### src/rtl/rv_pkg.sv
// Shared definitions for the RV32 front end.
//   fetch_state_t : fetch FSM states (request, wait for data, drop stale data)
//   NOP_INSTR     : bubble word (addi x0,x0,0)
//   OP_*          : major opcodes seen by decode
//   *_LSB/*_MSB   : bit positions of the instruction fields
//   align_word()  : clears the byte-offset bits of an address
package rv_pkg;

  typedef enum logic [1:0] {
    S_REQ  = 2'd0,
    S_WAIT = 2'd1,
    S_DROP = 2'd2
  } fetch_state_t;

  localparam logic [31:0] NOP_INSTR = 32'h0000_0013;
  localparam logic [31:0] PC_STEP   = 32'd4;

  localparam logic [6:0] OP_R      = 7'b0110011;
  localparam logic [6:0] OP_I      = 7'b0010011;
  localparam logic [6:0] OP_LOAD   = 7'b0000011;
  localparam logic [6:0] OP_STORE  = 7'b0100011;
  localparam logic [6:0] OP_BRANCH = 7'b1100011;

  localparam int OPCODE_LSB = 0;
  localparam int OPCODE_MSB = 6;
  localparam int RD_LSB     = 7;
  localparam int RD_MSB     = 11;
  localparam int FUNCT3_LSB = 12;
  localparam int FUNCT3_MSB = 14;
  localparam int RS1_LSB    = 15;
  localparam int RS1_MSB    = 19;
  localparam int RS2_LSB    = 20;
  localparam int RS2_MSB    = 24;
  localparam int FUNCT7_LSB = 25;
  localparam int FUNCT7_MSB = 31;

  function automatic logic [31:0] align_word(input logic [31:0] addr);
    return {addr[31:2], 2'b00};
  endfunction

endpackage

### src/rtl/if_id_reg.sv
// IF/ID instruction register: holds the fetched word, its PC and a valid bit.
//   clk, rst        : clock, synchronous active-high reset
//   flush           : kill the held instruction (IR becomes a bubble)
//   load            : capture load_instr/load_pc and mark valid
//   consume         : decode took the instruction, clear valid
//   valid/pc/instr  : register contents
// Priority is flush > load > consume.
module if_id_reg import rv_pkg::*; #(
  parameter logic [31:0] RESET_PC = 32'h0000_0000,
  parameter logic [31:0] BUBBLE   = NOP_INSTR
) (
  input  logic        clk,
  input  logic        rst,
  input  logic        flush,
  input  logic        load,
  input  logic        consume,
  input  logic [31:0] load_instr,
  input  logic [31:0] load_pc,
  output logic        valid,
  output logic [31:0] pc,
  output logic [31:0] instr
);

  logic        valid_reg;
  logic [31:0] pc_reg;
  logic [31:0] instr_reg;

  always_ff @(posedge clk) begin
    if (rst) begin
      valid_reg <= 1'b0;
      pc_reg    <= RESET_PC;
      instr_reg <= BUBBLE;
    end else if (flush) begin
      // PC of the killed slot is left as-is; only the word and valid matter.
      valid_reg <= 1'b0;
      instr_reg <= BUBBLE;
    end else if (load) begin
      valid_reg <= 1'b1;
      pc_reg    <= load_pc;
      instr_reg <= load_instr;
    end else if (consume) begin
      valid_reg <= 1'b0;
    end
  end

  assign valid = valid_reg;
  assign pc    = pc_reg;
  assign instr = instr_reg;

endmodule

### src/rtl/fetch_unit.sv
// Instruction-fetch stage with IF/ID register.
//   clk, rst                         : clock, synchronous active-high reset
//   imem_req_valid/ready, imem_addr  : word fetch request (addr = pc)
//   imem_rsp_valid, imem_rsp_data    : one-cycle read response
//   stall                            : decode cannot take IR this cycle
//   br_taken, br_target              : redirect/flush from execute
//   if_valid, if_pc, if_instr        : IF/ID register contents
//   opcode..rs2                      : combinational field slices of IR
//   misalign_err                     : pulse when a redirect target is unaligned
// At most one request is outstanding. A redirect while a request is in
// flight sends the FSM to S_DROP so the stale response is swallowed.
module fetch_unit #(
  parameter logic [31:0] RESET_PC  = 32'h0000_0000,
  parameter logic [31:0] NOP_INSTR = 32'h0000_0013
) (
  input  logic        clk,
  input  logic        rst,
  output logic        imem_req_valid,
  input  logic        imem_req_ready,
  output logic [31:0] imem_addr,
  input  logic        imem_rsp_valid,
  input  logic [31:0] imem_rsp_data,
  input  logic        stall,
  input  logic        br_taken,
  input  logic [31:0] br_target,
  output logic        if_valid,
  output logic [31:0] if_pc,
  output logic [31:0] if_instr,
  output logic [6:0]  opcode,
  output logic [2:0]  funct3,
  output logic [6:0]  funct7,
  output logic [4:0]  rd,
  output logic [4:0]  rs1,
  output logic [4:0]  rs2,
  output logic        misalign_err
);
  import rv_pkg::*;

  fetch_state_t state_reg, state_next;
  logic [31:0]  pc_reg, pc_next;
  logic         misalign_reg;
  logic         req_valid;
  logic         handshake;
  logic         ir_load;
  logic         ir_consume;

  // Only request when the response is guaranteed a free IR slot.
  assign req_valid  = (state_reg == S_REQ) && (!if_valid || !stall);
  assign handshake  = req_valid && imem_req_ready;
  assign ir_consume = if_valid && !stall;

  always_comb begin
    state_next = state_reg;
    pc_next    = pc_reg;
    ir_load    = 1'b0;
    if (br_taken) begin
      pc_next = align_word(br_target);
      case (state_reg)
        S_REQ:   state_next = handshake ? S_DROP : S_REQ;
        S_WAIT:  state_next = imem_rsp_valid ? S_REQ : S_DROP;
        // A response landing in the same cycle retires the stale request,
        // so there is nothing left to drop.
        S_DROP:  state_next = imem_rsp_valid ? S_REQ : S_DROP;
        default: state_next = S_REQ;
      endcase
    end else begin
      case (state_reg)
        S_REQ: begin
          if (handshake) state_next = S_WAIT;
        end
        S_WAIT: begin
          if (imem_rsp_valid) begin
            ir_load    = 1'b1;
            pc_next    = pc_reg + PC_STEP;
            state_next = S_REQ;
          end
        end
        S_DROP: begin
          if (imem_rsp_valid) state_next = S_REQ;
        end
        default: state_next = S_REQ;
      endcase
    end
  end

  always_ff @(posedge clk) begin
    if (rst) begin
      state_reg    <= S_REQ;
      pc_reg       <= RESET_PC;
      misalign_reg <= 1'b0;
    end else begin
      state_reg    <= state_next;
      pc_reg       <= pc_next;
      misalign_reg <= br_taken && (br_target[1:0] != 2'b00);
    end
  end

  if_id_reg #(
    .RESET_PC (RESET_PC),
    .BUBBLE   (NOP_INSTR)
  ) u_if_id (
    .clk        (clk),
    .rst        (rst),
    .flush      (br_taken),
    .load       (ir_load),
    .consume    (ir_consume),
    .load_instr (imem_rsp_data),
    .load_pc    (pc_reg),
    .valid      (if_valid),
    .pc         (if_pc),
    .instr      (if_instr)
  );

  assign imem_req_valid = req_valid;
  assign imem_addr      = pc_reg;
  assign misalign_err   = misalign_reg;

  assign opcode = if_instr[OPCODE_MSB:OPCODE_LSB];
  assign rd     = if_instr[RD_MSB:RD_LSB];
  assign funct3 = if_instr[FUNCT3_MSB:FUNCT3_LSB];
  assign rs1    = if_instr[RS1_MSB:RS1_LSB];
  assign rs2    = if_instr[RS2_MSB:RS2_LSB];
  assign funct7 = if_instr[FUNCT7_MSB:FUNCT7_LSB];

endmodule

### config.mk
export PLATFORM = sky130hd
export DESIGN_NAME = fetch_unit
export DESIGN_NICKNAME = d
export VERILOG_FILES = /design/src/rtl/rv_pkg.sv /design/src/rtl/if_id_reg.sv /design/src/rtl/fetch_unit.sv
export SDC_FILE = /design/constraint.sdc
export NUM_CORES = 1
export LEC_CHECK = 0
export BUFFER_PORTS_ARGS = -buffer_cell sky130_fd_sc_hd__buf_4
export CORE_MARGIN = 4
export CORE_UTILIZATION = 51
export DETAILED_ROUTE_END_ITERATION = 12
export GPL_TIMING_DRIVEN = 0
export HOLD_SLACK_MARGIN = 0.1
export PLACE_DENSITY_LB_ADDON = 0.3
export SYNTH_ARGS = -nofsm -noshare
export SYNTH_HDL_FRONTEND = slang
export SYNTH_SLANG_ARGS = --single-unit
export TNS_END_PERCENT = 1
### constraint.sdc
create_clock -name clk -period 3.8 [get_ports clk]
set_input_delay 0 -clock clk [delete_from_list [all_inputs] [get_ports clk]]
set_output_delay 0 -clock clk [all_outputs]
set_load 0.05 [all_outputs]
[Yosys cells after proc, flatten, opt, wreduce, memory -nomap -nowiden]
Index checks and enable logic that the tools add are counted.
Operators by class
  $add $sub $neg: 1
  multiply operators: 0
  div/mod/pow operators: 0
  magnitude comparators: 0
  equality and inequality tests: 4
  shift-type cells: 0
  muxes and demuxes: 15
  bitwise logic cells: 1
  reductions and logical operators: 18
Operators by type and width (number)
  $mux W32: 3
  $add A32 B3 Y32 const B: 1
  $mux W2: 5
  $pmux W2 S2: 2
  $reduce_and A2 Y1: 4
  $reduce_bool A2 Y1: 4
  $mux W1: 5
  $logic_and A1 B1 Y1: 4
  $reduce_or A2 Y1: 2
  $ne A3 B1 Y1 const B: 1
  $ne A3 B3 Y1 const B: 1
  $eq A2 B1 Y1 const B: 1
  $eq A2 B2 Y1 const B: 1
  $logic_not A1 Y1: 2
  $logic_not A2 Y1: 1
  $logic_or A1 B1 Y1: 1
  $not A1 Y1: 1
Storage, ports and cells
  register bits after elaboration: 100
  bits in latches: 0
  RAM bits: 0
  memory bits (read-only): 0
  bits of input ports: 70
  output and inout bits: 131
  word-level logic and storage cells: 46
  memories kept: 0

[Logic depth before layout (Yosys ltp)]
  word-level depth: 7
  gate-level depth with buffers: 7
  mapped depth without buffers: 6

[Modules after synthesis]
A second synthesis with hierarchy kept.
Second synthesis, totals
  cell total of the unflattened synthesis: 541
  area total of the unflattened synthesis: 4938.5 sq um
Modules (own cells, without submodules)
  if_id_reg: times used 1, cells each 253, area each 2652.5 sq um, seq. area each 1301.2 sq um
  fetch_unit: times used 1, cells each 288, area each 2285.9 sq um, seq. area each 660.6 sq um

[Worst setup path before layout]
OpenSTA, ideal clock, no wires.
  path kind: flip-flop to flip-flop
  start: register state_reg[1]
  end: register state_reg[1]
  arrival time: 2215 ps
  data required time: 3677 ps
  slack: 1462 ps
  stages on the path, launching flop included: 7
  path buffers: 0
  period minus slack after synthesis: 2338 ps
  cells stage by stage: dfxtp_1 inv_1 ha_1 a21boi_0 nand2_1 a21oi_1 o32ai_1
On the way
  cells in the longest elaborated chain, start to end: 6
  elaborated cells on any way between the ends: 13
RTL lines
  start, declared: line fetch_unit.sv:39  | fetch_state_t state_reg, state_next;
  start signal, assigned: line fetch_unit.sv:92  | state_reg <= state_next;
  $logic_not A2 Y1 (*): line fetch_unit.sv:48  | assign req_valid = (state_reg == S_REQ) && (!if_valid || !stall);
  $logic_and A1 B1 Y1 (*): line fetch_unit.sv:48
  net imem_req_valid: line fetch_unit.sv:18  | output logic imem_req_valid,
  $logic_and A1 B1 Y1 (*): line fetch_unit.sv:49  | assign handshake = req_valid && imem_req_ready;
  $mux W2: line fetch_unit.sv:59  | S_REQ: state_next = handshake ? S_DROP : S_REQ;
  $pmux W2 S2: line fetch_unit.sv:58  | case (state_reg)
  $mux W2: line fetch_unit.sv:56  | if (br_taken) begin
Mark *: on every way through the listed nets, which the timed path passes. The rest lies on a longest branch.
A chain may end at the register's enable or synchronous reset.

[Worst setup path after layout]
  start: register pc_reg[9] (netlist: imem_addr[9])
  end: register pc_reg[31] (netlist: imem_addr[31])
On the way
  cells in the longest elaborated chain, start to end: 4
RTL lines
  start, declared: line fetch_unit.sv:40  | logic [31:0] pc_reg, pc_next;
  start signal, assigned: line fetch_unit.sv:93  | pc_reg <= pc_next;
  $add A32 B3 Y32: line fetch_unit.sv:74  | pc_next = pc_reg + PC_STEP;
  $mux W32: line fetch_unit.sv:72  | if (imem_rsp_valid) begin
  $mux W32: line fetch_unit.sv:67  | case (state_reg)
  $mux W32: line fetch_unit.sv:56
No other way between the ends. The select of a mux whose other input is x is not followed.

==> results_tabular.tex <==
\begin{tabular}{lr}
\hline
Metric & Value \\
\hline
\multicolumn{2}{l}{\textbf{Detailed routing}} \\
Initial detailed-routing violation count & approximately 450 \\
Routed wire length per instance & 17.5 microns \\
Number of vias after detailed routing & 5495 \\
Post-detailed-route count of antenna-violating nets & 0 \\
DR vias/cell & 5.72 \\
Drc violations & 0 \\
Count of TritonRoute iterations in the first routing pass & 7 \\
Final routed wirelength across all metal layers & between 15 and 20 mm \\
\multicolumn{2}{l}{\textbf{Synth}} \\
Gate Count Post-Synth & 569 \\
List of most frequent post-synthesis cells & nand2\_1 (130), dfxtp\_1 (96), a21oi\_1 (60) \\
Area share of and/or/nand/nor cells after synthesis & 27.8\% \\
Cell type with the highest aggregate area in the netlist & dfxtp\_1 \\
Number of flops mapped to enable cells by yosys & 0 \\
Average instance area after synthesis & approximately 8 sq um \\
Number of different library cells in the post-synthesis netlist & 52 \\
Fraction of the mapped netlist area in adder cells & roughly 1.1\% \\
Syn. warnings & 0 \\
Combined area of all synthesized cells & 4550 sq um \\
Most used flip-flop cell after synthesis & dfxtp\_1 \\
Main combinational cell family by area after synthesis & simple AND/OR/NAND/NOR gates \\
Compound-gate portion of the synthesized area & between 10\% and 20\% \\
Fraction of synthesis flops using an asynchronous set or reset pin & 0\% \\
Synth Register Bits & 96 \\
Fraction of synthesized cell area taken by the top area cell type & between 40\% and 50\% \\
Share of synthesized area occupied by flip-flops and latches & about 42\% \\
Most common cell in the netlist & nand2\_1 \\
Multiplexer share of the synthesized area & 0\% \\
Xor and xnor fraction of the mapped netlist area & around 1.7\% \\
Area contributors post-synth & dfxtp\_1 (42\%), nand2\_1 (11\%), a21oi\_1 (6.6\%) \\
\multicolumn{2}{l}{\textbf{STA}} \\
Post-route clock skew & $\sim$0.013 ns \\
Relative slew slack & about 48\% \\
Max-slew violation total from the final report & 0 \\
Fin crit share & a little over two thirds \\
Peak Freq & between 0.3 and 0.4 GHz \\
Transition time at the pin with the least slew margin & 0.777 ns \\
Final number of hold-violating endpoints & 0 \\
RSZ-0062 raised after global routing & no \\
Smallest setup slack after layout & 1.11 ns \\
Hold\_ws & between 0.1 and 0.15 ns \\
Tmin final & between 2 and 3 ns \\
Final TNS setup & 0 ns \\
Total setup violations reported at the end of the flow & 0 \\
\multicolumn{2}{l}{\textbf{Finish}} \\
Layout Cells excl Fill & 960 \\
Synth-to-layout area growth & 54.5\% \\
Number of antenna cells inserted & 0 \\
Max reg flops & 32 \\
Total area of sequential cells & between 1500 and 2000 sq um \\
Final layout net count & between 900 and 1000 \\
Final std cell area, no fill & about 7000 sq um \\
Multi-input gate area in the final layout & around 2200 sq um \\
Layout cell share with drive strength beyond 1 & 31.1\% \\
Filler cell count & roughly 560 \\
Utilization of the core after routing & 80.6\% \\
\multicolumn{2}{l}{\textbf{Floorplanning}} \\
Die Span X & 102 microns \\
Die Footprint & approximately 10000 sq um \\
Vertical die dimension & 102 microns \\
Top-level I/O count & 201 \\
Effective utilization at floorplan & 52.2\% \\
CORE AREA & between 8000 and 9000 sq um \\
Number of rows created at floorplan & 34 \\
\multicolumn{2}{l}{\textbf{Placed design}} \\
Post-Place Worst Slack & between 1.5 and 2 ns \\
Placer congestion estimate & just over 0.9 \\
Dpl cells & between 800 and 900 \\
Detailed placer's ending HPWL & 11.1 mm \\
Instance area at placement & a little over 6000 sq um \\
Number of buffers added on ports & 195 \\
\multicolumn{2}{l}{\textbf{Critical path}} \\
Crit-path cells & and3\_1 -> clkbuf\_1 -> nand4\_1 -> buf\_2 -> or4\_1 -> nand3\_1 -> dlygate4sd3\_1 \\
Crit path required time & approximately 4.1 ns \\
Setup crit end kind & flip-flop \\
Worst Setup Path Type & flip-flop to flip-flop \\
Slowest stage delay, CP & about 0.55 ns \\
Cell with the largest stage delay on the worst path & dlygate4sd3\_1 \\
Kind of start point of the critical path & flip-flop \\
Critical Path Fanout Max & 10 \\
CP arrival & 3.00 ns \\
\multicolumn{2}{l}{\textbf{Global routing}} \\
Via count of the first global-routing pass & 5354 \\
Total congestion overflow after global routing & 0 \\
Antenna violations before repair & 0 \\
Largest net degree at the start of global routing & 17 \\
First-pass GRT wire length & 26.0 mm \\
Aggregate global-route resource usage & approximately 31\% \\
\multicolumn{2}{l}{\textbf{Pwr}} \\
Total chip power & between 2 and 2.5 mW \\
Leakage & a little under 3 nW \\
VDD IR-drop max & around 0.23 mV \\
PD cells & between 300 and 400 nW/um\^{}2 \\
\multicolumn{2}{l}{\textbf{Outcome}} \\
Run status & finished, final reports clean \\
\multicolumn{2}{l}{\textbf{Clocking}} \\
Clk sinks & 96 \\
Worst-case clock buffer depth & 2 \\
Number of H-tree levels & 3 \\
TritonCTS clock tree & done \\
Clock slew at the register clock pins of the worst setup and hold paths & $\sim$0.09 ns \\
Root Buffer & clkbuf\_8 \\
Post-CTS Setup Repair Bufs & 0 \\
CTS buffer count & 9 \\
Skew-Pair Late Insertion Delay & $\sim$0.37 ns \\
\multicolumn{2}{l}{\textbf{Worst hold path}} \\
HP Class & input pin to flip-flop \\
\multicolumn{2}{l}{\textbf{Flow run}} \\
Maximum capacitance violations & 0 \\
\hline
\end{tabular}
-- layer usage --
metal	vias up	wire, microns	share of wire (%)	GRT usage, %
met3	72	1610	9.6	4.91
met4	0	659	3.9	14.5
met2	361	8260	49	53.6
met1	2516	6310	37	37.7
met5	-	0	0	0
li1	2546	-	-	-
-- cells in the final DEF, fill, tap and decap left out, drive strengths merged, types with 6 or more instances in the layout --
cell	count
nand3	21
nor2	23
o221a	11
or4	8
a311oi	6
a21oi	60
inv	7
and3	10
clkbuf	39
a211oi	9
nand2	130
nor4	10
o21ai	11
nand4	16
nor3	7
buf	241
dlygate4sd3	70
and4	6
or3	12
dfxtp	96
-- logic make-up (layout without fill, tap and decap cells) --
family / Yosys count / after routing
AO/OA/AOI/OAI: 119 / 119
XOR/XNOR: 9 / 9
adder cells (fa/ha/maj): 4 / 4
buffers and inverters: 82 / 362
flip-flops: 96 / 96
other: 1 / 4
AND/OR/NAND/NOR: 258 / 258
-- where the power goes --
part | internal, mW | switching [mW]
Combinational | 0.182 | 0.253
Sequential | 1.04 | 0.0502
Clock | 0.238 | 0.379
Total | 1.46 | 0.682
-- final cells by class --
cell class                      instances  area share (%)
Multi-Input combinational cell        394            31.2
Clock inverter                          6           0.641
Buffer                                 76            6.05
Inverter                                6           0.320
Sequential cell                        96            27.3
Tap cell                              108            1.92
Clock buffer                            9            1.76
Timing Repair Buffer                  265            30.8
-- critical path, delay by kind of cell, from the launching register on --
family,cells,cell delay (ns)
AND/OR/NAND/NOR,4,1.07
buffers and inverters,3,1.10
flip-flops,1,0.48
-- worst paths after layout --
| kind | startpoint | to | slack, ns | cells after the start |
|---|---|---|---|---|
| max reg2reg | imem_addr[9]$_SDFFE_PP0P_ | imem_addr[31]$_SDFFE_PP0P_ | 1.11 | 7 |
| min reg2reg | u_if_id.pc[31]$_SDFFE_PP0P_ | u_if_id.pc[31]$_SDFFE_PP0P_ | 0.46 | 2 |
| min | rst | imem_addr[21]$_SDFFE_PP0P_ | 0.11 | 4 |
| max | imem_addr[9]$_SDFFE_PP0P_ | imem_addr[31]$_SDFFE_PP0P_ | 1.11 | 7 |
-- what timing repair did --
action                                 4_1_cts  5_1_grt
endpoints found under the hold margin       66        0
hold buffers                                70        0
gates resized for setup                      0        0
No activity file was read; power rests on OpenSTA's default activity.
